$ cat src/rtl/note_sequencer_if.sv
// rtl/note_sequencer_if.sv - strobe, playback and draw-handshake signals of the note sequencer
interface note_sequencer_if #(
  parameter int AW = 4
);
  logic [3:0]    note_data;
  logic [1:0]    octave_data;
  logic          ld_note;
  logic          play;
  logic          stop;
  logic          clear;
  logic          loop_mode;
  logic          draw_ack;
  logic [3:0]    cur_note;
  logic [1:0]    cur_octave;
  logic          note_valid;
  logic          playing;
  logic          done;
  logic [AW:0]   count;
  logic          full;
  logic          draw_req;
  logic [AW-1:0] draw_slot;
  logic [5:0]    draw_entry;

  modport master (
    output note_data, octave_data, ld_note, play, stop, clear, loop_mode, draw_ack,
    input  cur_note, cur_octave, note_valid, playing, done, count, full,
           draw_req, draw_slot, draw_entry
  );

  modport slave (
    input  note_data, octave_data, ld_note, play, stop, clear, loop_mode, draw_ack,
    output cur_note, cur_octave, note_valid, playing, done, count, full,
           draw_req, draw_slot, draw_entry
  );
endinterface

$ cat src/rtl/note_sequencer.sv
// rtl/note_sequencer.sv - records {octave,note} slots and plays them back one per TICKS cycles
module note_sequencer #(
  parameter int DEPTH = 16,
  parameter int TICKS = 12500000,
  parameter int AW    = 4
) (
  input  logic             clk,
  input  logic             reset,
  note_sequencer_if.slave  bus
);
  localparam logic [0:0] IDLE = 1'b0;
  localparam logic [0:0] PLAY = 1'b1;
  localparam int TW = (TICKS > 1) ? $clog2(TICKS) : 1;

  logic [0:0]    state_q, state_d;
  logic [AW:0]   count_q, count_d;
  logic [AW-1:0] rd_ptr_q, rd_ptr_d;
  logic [TW-1:0] tick_q, tick_d;
  logic [5:0]    cur_q, cur_d;
  logic          valid_q, valid_d;
  logic          done_q, done_d;
  logic          full_q, full_d;
  logic          draw_req_q, draw_req_d;
  logic [AW-1:0] draw_slot_q, draw_slot_d;
  logic [5:0]    draw_entry_q, draw_entry_d;
  logic [5:0]    mem_q [DEPTH];
  logic [5:0]    mem_d [DEPTH];
  logic          last_slot;

  assign last_slot = ({1'b0, rd_ptr_q} == (count_q - (AW+1)'(1)));

  always_comb begin
    state_d      = state_q;
    count_d      = count_q;
    rd_ptr_d     = rd_ptr_q;
    tick_d       = tick_q;
    cur_d        = cur_q;
    valid_d      = valid_q;
    done_d       = 1'b0;
    draw_req_d   = draw_req_q;
    draw_slot_d  = draw_slot_q;
    draw_entry_d = draw_entry_q;
    mem_d        = mem_q;

    if (draw_req_q && bus.draw_ack) begin
      draw_req_d = 1'b0;
    end

    // Strobe priority clear > stop > play > ld_note is encoded by branch order.
    if (bus.clear) begin
      state_d    = IDLE;
      count_d    = '0;
      rd_ptr_d   = '0;
      tick_d     = '0;
      cur_d      = '0;
      valid_d    = 1'b0;
      draw_req_d = 1'b0;
    end else if (state_q == PLAY) begin
      if (bus.stop) begin
        state_d  = IDLE;
        rd_ptr_d = '0;
        tick_d   = '0;
        cur_d    = '0;
        valid_d  = 1'b0;
      end else if (tick_q == TW'(TICKS - 1)) begin
        tick_d = '0;
        if (!last_slot) begin
          rd_ptr_d = rd_ptr_q + AW'(1);
          cur_d    = mem_q[rd_ptr_d];
        end else if (bus.loop_mode) begin
          rd_ptr_d = '0;
          cur_d    = mem_q[0];
          done_d   = 1'b1;
        end else begin
          state_d  = IDLE;
          rd_ptr_d = '0;
          cur_d    = '0;
          valid_d  = 1'b0;
          done_d   = 1'b1;
        end
      end else begin
        tick_d = tick_q + TW'(1);
      end
    end else if (bus.stop) begin
      state_d = IDLE;
    end else if (bus.play) begin
      if (count_q != '0) begin
        state_d  = PLAY;
        rd_ptr_d = '0;
        tick_d   = '0;
        cur_d    = mem_q[0];
        valid_d  = 1'b1;
      end
    end else if (bus.ld_note && !full_q && !draw_req_q) begin
      mem_d[count_q[AW-1:0]] = {bus.octave_data, bus.note_data};
      count_d      = count_q + (AW+1)'(1);
      draw_req_d   = 1'b1;
      draw_slot_d  = count_q[AW-1:0];
      draw_entry_d = {bus.octave_data, bus.note_data};
    end

    full_d = (count_d == (AW+1)'(DEPTH));
  end

  always_ff @(posedge clk) begin
    if (!reset) begin
      state_q      <= IDLE;
      count_q      <= '0;
      rd_ptr_q     <= '0;
      tick_q       <= '0;
      cur_q        <= '0;
      valid_q      <= 1'b0;
      done_q       <= 1'b0;
      full_q       <= 1'b0;
      draw_req_q   <= 1'b0;
      draw_slot_q  <= '0;
      draw_entry_q <= '0;
    end else begin
      state_q      <= state_d;
      count_q      <= count_d;
      rd_ptr_q     <= rd_ptr_d;
      tick_q       <= tick_d;
      cur_q        <= cur_d;
      valid_q      <= valid_d;
      done_q       <= done_d;
      full_q       <= full_d;
      draw_req_q   <= draw_req_d;
      draw_slot_q  <= draw_slot_d;
      draw_entry_q <= draw_entry_d;
    end
  end

  // Slot contents are only meaningful below count, so the array needs no reset.
  always_ff @(posedge clk) begin
    mem_q <= mem_d;
  end

  assign bus.cur_note   = cur_q[3:0];
  assign bus.cur_octave = cur_q[5:4];
  assign bus.note_valid = valid_q;
  assign bus.playing    = (state_q == PLAY);
  assign bus.done       = done_q;
  assign bus.count      = count_q;
  assign bus.full       = full_q;
  assign bus.draw_req   = draw_req_q;
  assign bus.draw_slot  = draw_slot_q;
  assign bus.draw_entry = draw_entry_q;
endmodule

$ cat src/flat_wrapper.sv
// flat-port wrapper written by rule: the top's interface ports become plain ports
module note_sequencer_flat 
#(
  parameter int DEPTH = 16,
  parameter int TICKS = 12500000,
  parameter int AW    = 4
)
  (clk, reset, bus_note_data, bus_octave_data, bus_ld_note, bus_play, bus_stop, bus_clear, bus_loop_mode, bus_draw_ack, bus_cur_note, bus_cur_octave, bus_note_valid, bus_playing, bus_done, bus_count, bus_full, bus_draw_req, bus_draw_slot, bus_draw_entry);
  note_sequencer_if #(.AW(AW)) bus_i ();
  input  logic clk;
  input  logic reset;
  input wire logic [$bits(bus_i.note_data)-1:0] bus_note_data;
  input wire logic [$bits(bus_i.octave_data)-1:0] bus_octave_data;
  input wire logic [$bits(bus_i.ld_note)-1:0] bus_ld_note;
  input wire logic [$bits(bus_i.play)-1:0] bus_play;
  input wire logic [$bits(bus_i.stop)-1:0] bus_stop;
  input wire logic [$bits(bus_i.clear)-1:0] bus_clear;
  input wire logic [$bits(bus_i.loop_mode)-1:0] bus_loop_mode;
  input wire logic [$bits(bus_i.draw_ack)-1:0] bus_draw_ack;
  output wire logic [$bits(bus_i.cur_note)-1:0] bus_cur_note;
  output wire logic [$bits(bus_i.cur_octave)-1:0] bus_cur_octave;
  output wire logic [$bits(bus_i.note_valid)-1:0] bus_note_valid;
  output wire logic [$bits(bus_i.playing)-1:0] bus_playing;
  output wire logic [$bits(bus_i.done)-1:0] bus_done;
  output wire logic [$bits(bus_i.count)-1:0] bus_count;
  output wire logic [$bits(bus_i.full)-1:0] bus_full;
  output wire logic [$bits(bus_i.draw_req)-1:0] bus_draw_req;
  output wire logic [$bits(bus_i.draw_slot)-1:0] bus_draw_slot;
  output wire logic [$bits(bus_i.draw_entry)-1:0] bus_draw_entry;
  assign bus_i.note_data = bus_note_data;
  assign bus_i.octave_data = bus_octave_data;
  assign bus_i.ld_note = bus_ld_note;
  assign bus_i.play = bus_play;
  assign bus_i.stop = bus_stop;
  assign bus_i.clear = bus_clear;
  assign bus_i.loop_mode = bus_loop_mode;
  assign bus_i.draw_ack = bus_draw_ack;
  assign bus_cur_note = bus_i.cur_note;
  assign bus_cur_octave = bus_i.cur_octave;
  assign bus_note_valid = bus_i.note_valid;
  assign bus_playing = bus_i.playing;
  assign bus_done = bus_i.done;
  assign bus_count = bus_i.count;
  assign bus_full = bus_i.full;
  assign bus_draw_req = bus_i.draw_req;
  assign bus_draw_slot = bus_i.draw_slot;
  assign bus_draw_entry = bus_i.draw_entry;
  note_sequencer #(.DEPTH(DEPTH), .TICKS(TICKS), .AW(AW)) u_core (.clk(clk), .reset(reset), .bus(bus_i));
endmodule
$ cat config.mk
export PLATFORM = sky130hd
export DESIGN_NAME = note_sequencer_flat
export DESIGN_NICKNAME = d
export VERILOG_FILES = /design/src/rtl/note_sequencer_if.sv /design/src/rtl/note_sequencer.sv /design/src/flat_wrapper.sv
export SDC_FILE = /design/constraint.sdc
export NUM_CORES = 1
export LEC_CHECK = 0
export CORE_ASPECT_RATIO = 0.75
export CORE_UTILIZATION = 55
export DETAILED_ROUTE_END_ITERATION = 10
export MAX_ROUTING_LAYER = met4
export PLACE_DENSITY = 0.86
export SETUP_SLACK_MARGIN = 0.2
export SLEW_MARGIN = 20
export SYNTH_ARGS = -nofsm -noshare
export SYNTH_HDL_FRONTEND = slang
export SYNTH_SLANG_ARGS = --single-unit
export TNS_END_PERCENT = 10
$ cat constraint.sdc
create_clock -name clk -period 9.8 [get_ports clk]
set_clock_uncertainty 0.05 [all_clocks]
set_input_delay 2.94 -clock clk [delete_from_list [all_inputs] [get_ports clk]]
set_output_delay 2.94 -clock clk [all_outputs]
set_load 0.05 [all_outputs]
==> run summary <==
The run finished with clean final reports. The number of different library cells in the post-synthesis netlist is 58. The tools report the depth of the CTS H-tree as 4. The tools report the critical path required time as 9.80 ns. The combined global-route utilization of all metal layers came out at 0.268. Summed over all nets, the half-perimeter wirelength after detailed placement is 10100 um.

Yosys synthesis warning count: 0. In this run the deepest clock path goes through 2 buffers. Actual slew at the worst max-slew pin: 0.986 ns. In this run, the number of DRC markers left after iteration 0 of detailed routing was 482. After detailed routing, the number of vias per cell comes to 6.15. The synthesized area per cell was 13.0 um^2. The worst setup path is launched from a primary input.

The final RePlAce weighted congestion is 0.861. Shortest clock period the worst path allows after layout: 5.72 ns. The tools report the instance count of the mapped netlist as 516. The pre-antenna-repair detailed-routing pass consisted of 6 iterations. TritonCTS built the clock tree. The clock reaches the later pin of the worst-skew pair after 0.43 ns.

The post-synthesis cell area was 6690 um^2; the routing usage on met3 was 0.0782. The core region area was 11700 um^2. In the synthesized netlist, the cells that appear most often are edfxtp_1, dfxtp_1, nor2_1.

The setup path with the least slack is of type primary input to register. Summing all non-filler instances in the final layout gives an area of 7710 um^2. The floorplan step defined a die boundary enclosing 12600 um^2. Post-CTS timing repair inserted 0 buffers for setup. The final count of hold timing violations is 0, and the proportion of synthesized flip-flops having asynchronous set or reset is 0. The number of cell rows is 34, and the summed negative setup slack over all endpoints is 0 ns. The tools report the worst-case vdd ir drop as 0.144 mV.

The post-route fraction of the period consumed by the critical path came out at 0.583. Highest achievable clock rate: 175 MHz. The post-route worst setup slack was 4.08 ns.

In this run the most used layer during global routing was met2. The worst slack at placement is 3.71 ns, and the count of pins over their slew limit is 0. The detailed router placed 4450 vias in this run. The path category of the worst min-delay check was register to register. Final-layout worst hold slack: 0.470 ns. In the final design database the tool counted 570 nets. The share of final-layout standard cells stronger than drive strength 1 was 0.137; the post-detailed-route count of antenna-violating nets was 0.

For flop-to-flop paths, the worst setup slack is 6.62 ns. The number of I/O pins was 40; the worst endpoint data arrival time was 5.71 ns. The via count of the first global-routing pass is 4241, and the post-place instance area is 7150 um^2.

The count of endpoints failing setup in the final report was 0. The worst setup path is captured at a register. Number of antenna violations at the first check in global routing: 0. In this run, synthesis produced a sequential element count of 150.

After clock tree synthesis, the clock-pin slew on the worst setup and hold paths is 0.06 ns. From left edge to right edge, the die measures 129 um. The logs give 2.39 nW for the leakage power summed over all cells and 0.383 for the met2 demand-to-capacity share in global routing.

The number of antenna diodes in the final layout is 0. The run gives 0 as the number of hold buffers added after cts. The proportion of synthesized chip area in sequential cells came out at 0.593.

The run gives 0 as the remaining global-route overflow. Setup repair after global routing left no endpoint under its margin. The total power after layout was 1.33 mW; the number of synthesized flops with an enable pin was 96. The tree built by TritonCTS fans out to 150 sinks.

Port buffering added 39 buffers. The most used flip-flop cell after synthesis is edfxtp_1. The tools report the root buffer cell as clkbuf_16. The starting density of the core is 0.572.

By instance count, the leading cell after synthesis is edfxtp_1. The synthesized net count is 537. The y dimension of the die was 97.5 um; the final-layout fill cell count was 809. The area share of the leading cell type in the synthesized netlist works out to 0.431. The first-pass GRT wire length was 23800 um; the number of buffers inserted during clock tree synthesis was 17. The detailed-route wire length per cell was 20.7 um; the largest net degree at the start of global routing was 29. The worst max-slew margin expressed relative to the limit is 0.343, and the area overhead of the layout relative to synthesis is 15.4%. The cell type contributing the most total cell area after synthesis is edfxtp_1.

The final layout contains routed wiring with a total length of 15000 um. Count of cells resized by post-cts repair: 0. Dividing total power by cell area gives a power density of 172 nW/um^2. Global routing usage on met1: 0.367. The peak fanout along the critical path works out to 14. By area the synthesized netlist is led by edfxtp_1, dfxtp_1, mux4_2.

For this run, design rule violations remaining after detail routing come to 0. The total of max-cap violations is 0.
## state kept, by name, indices dropped and copies added, names as in the netlist
register and flops:
u_core.rd_ptr_q 4, u_core.bus.count 5, u_core.bus.draw_req 1, u_core.bus.playing 1, u_core.bus.note_valid 1, u_core.bus.draw_slot 4
u_core.cur_q 6, u_core.bus.draw_entry 6, u_core.mem_q 96, u_core.tick_q 24, u_core.bus.done 1, u_core.bus.full 1
## layout by cell type (no fill, tap or decap), drive strengths merged, types with 2 or more instances in the layout
cell type | synthesis | layout
and2 | 3 | 3
o221ai | 5 | 5
inv | 14 | 23
nand4 | 7 | 7
mux2 | 6 | 6
and4 | 4 | 4
nor4b | 6 | 6
or4 | 4 | 4
mux4 | 24 | 24
or3 | 3 | 3
clkdlybuf4s50 | 0 | 39
clkinv | 0 | 2
dfxtp | 54 | 54
clkbuf | 9 | 20
nand2b | 8 | 8
ha | 7 | 7
o31ai | 2 | 2
a21oi | 22 | 22
xor2 | 6 | 6
o21ai | 14 | 14
mux2i | 19 | 19
nand4b | 2 | 2
nand3 | 16 | 16
edfxtp | 96 | 96
nor4 | 9 | 9
or4b | 2 | 2
nor3 | 15 | 15
buf | 19 | 3
nand2 | 24 | 24
xnor2 | 26 | 26
and3 | 2 | 2
nor2 | 54 | 54
nor2b | 15 | 15
## metrics by stage
step	utilization	cells
after floorplan	-	516
after global placement	0.611	692
after detailed placement	0.611	692
after CTS	0.659	724
after global routing	0.659	724
final	0.659	724
## path summary, 6_finish.rpt
path	start	cells after the start	to
max	bus_stop	6	u_core.mem_q[89]$_DFFE_PP_
min	u_core.bus.draw_slot[3]$_SDFFE_PN0P_	2	u_core.bus.draw_slot[3]$_SDFFE_PN0P_
max reg2reg	u_core.bus.playing$_SDFF_PP0_	5	u_core.mem_q[89]$_DFFE_PP_
min reg2reg	u_core.bus.draw_slot[3]$_SDFFE_PN0P_	2	u_core.bus.draw_slot[3]$_SDFFE_PN0P_
## critical path, stage by stage
cell and delay (ns):
clkdlybuf4s50_1 0.48, or4_4 0.58, or2_1 0.31, nor2_4 0.41
nand2_1 0.24, nor3_1 0.74
## cell families after synthesis
group           after synthesis  synth area share
flops                       150             0.593
fa+ha+maj                     7            0.0131
xor+xnor                     32            0.0419
buf+inv                      42            0.0312
mux                          49             0.119
simple gates                179             0.144
compound gates               57            0.0571
## metal layers
| metal | share of wire | vias to the layer above |
|---|---|---|
| met5 | 0 | - |
| met4 | 0.018 | 0 |
| met3 | 0.096 | 26 |
| met2 | 0.45 | 284 |
| met1 | 0.43 | 2141 |
| li1 | - | 1999 |
## cell type report
cell class | count | area (um^2) | share of cell area
Clock inverter | 12 | 106 | 0.0138
Tap cell | 162 | 203 | 0.0263
Multi-Input combinational cell | 324 | 2520 | 0.326
Inverter | 14 | 52.6 | 0.00681
Sequential cell | 150 | 3960 | 0.514
Clock buffer | 20 | 460 | 0.0597
Timing Repair Buffer | 42 | 413 | 0.0535
## power by group
part / leakage, nW / internal (mW) / switching, mW
registers: 1.30 / 0.673 / 0.00132
clock network: 0.281 / 0.349 / 0.271
logic: 0.809 / 0.0104 / 0.0216
Power figures use the tool's default switching activity.
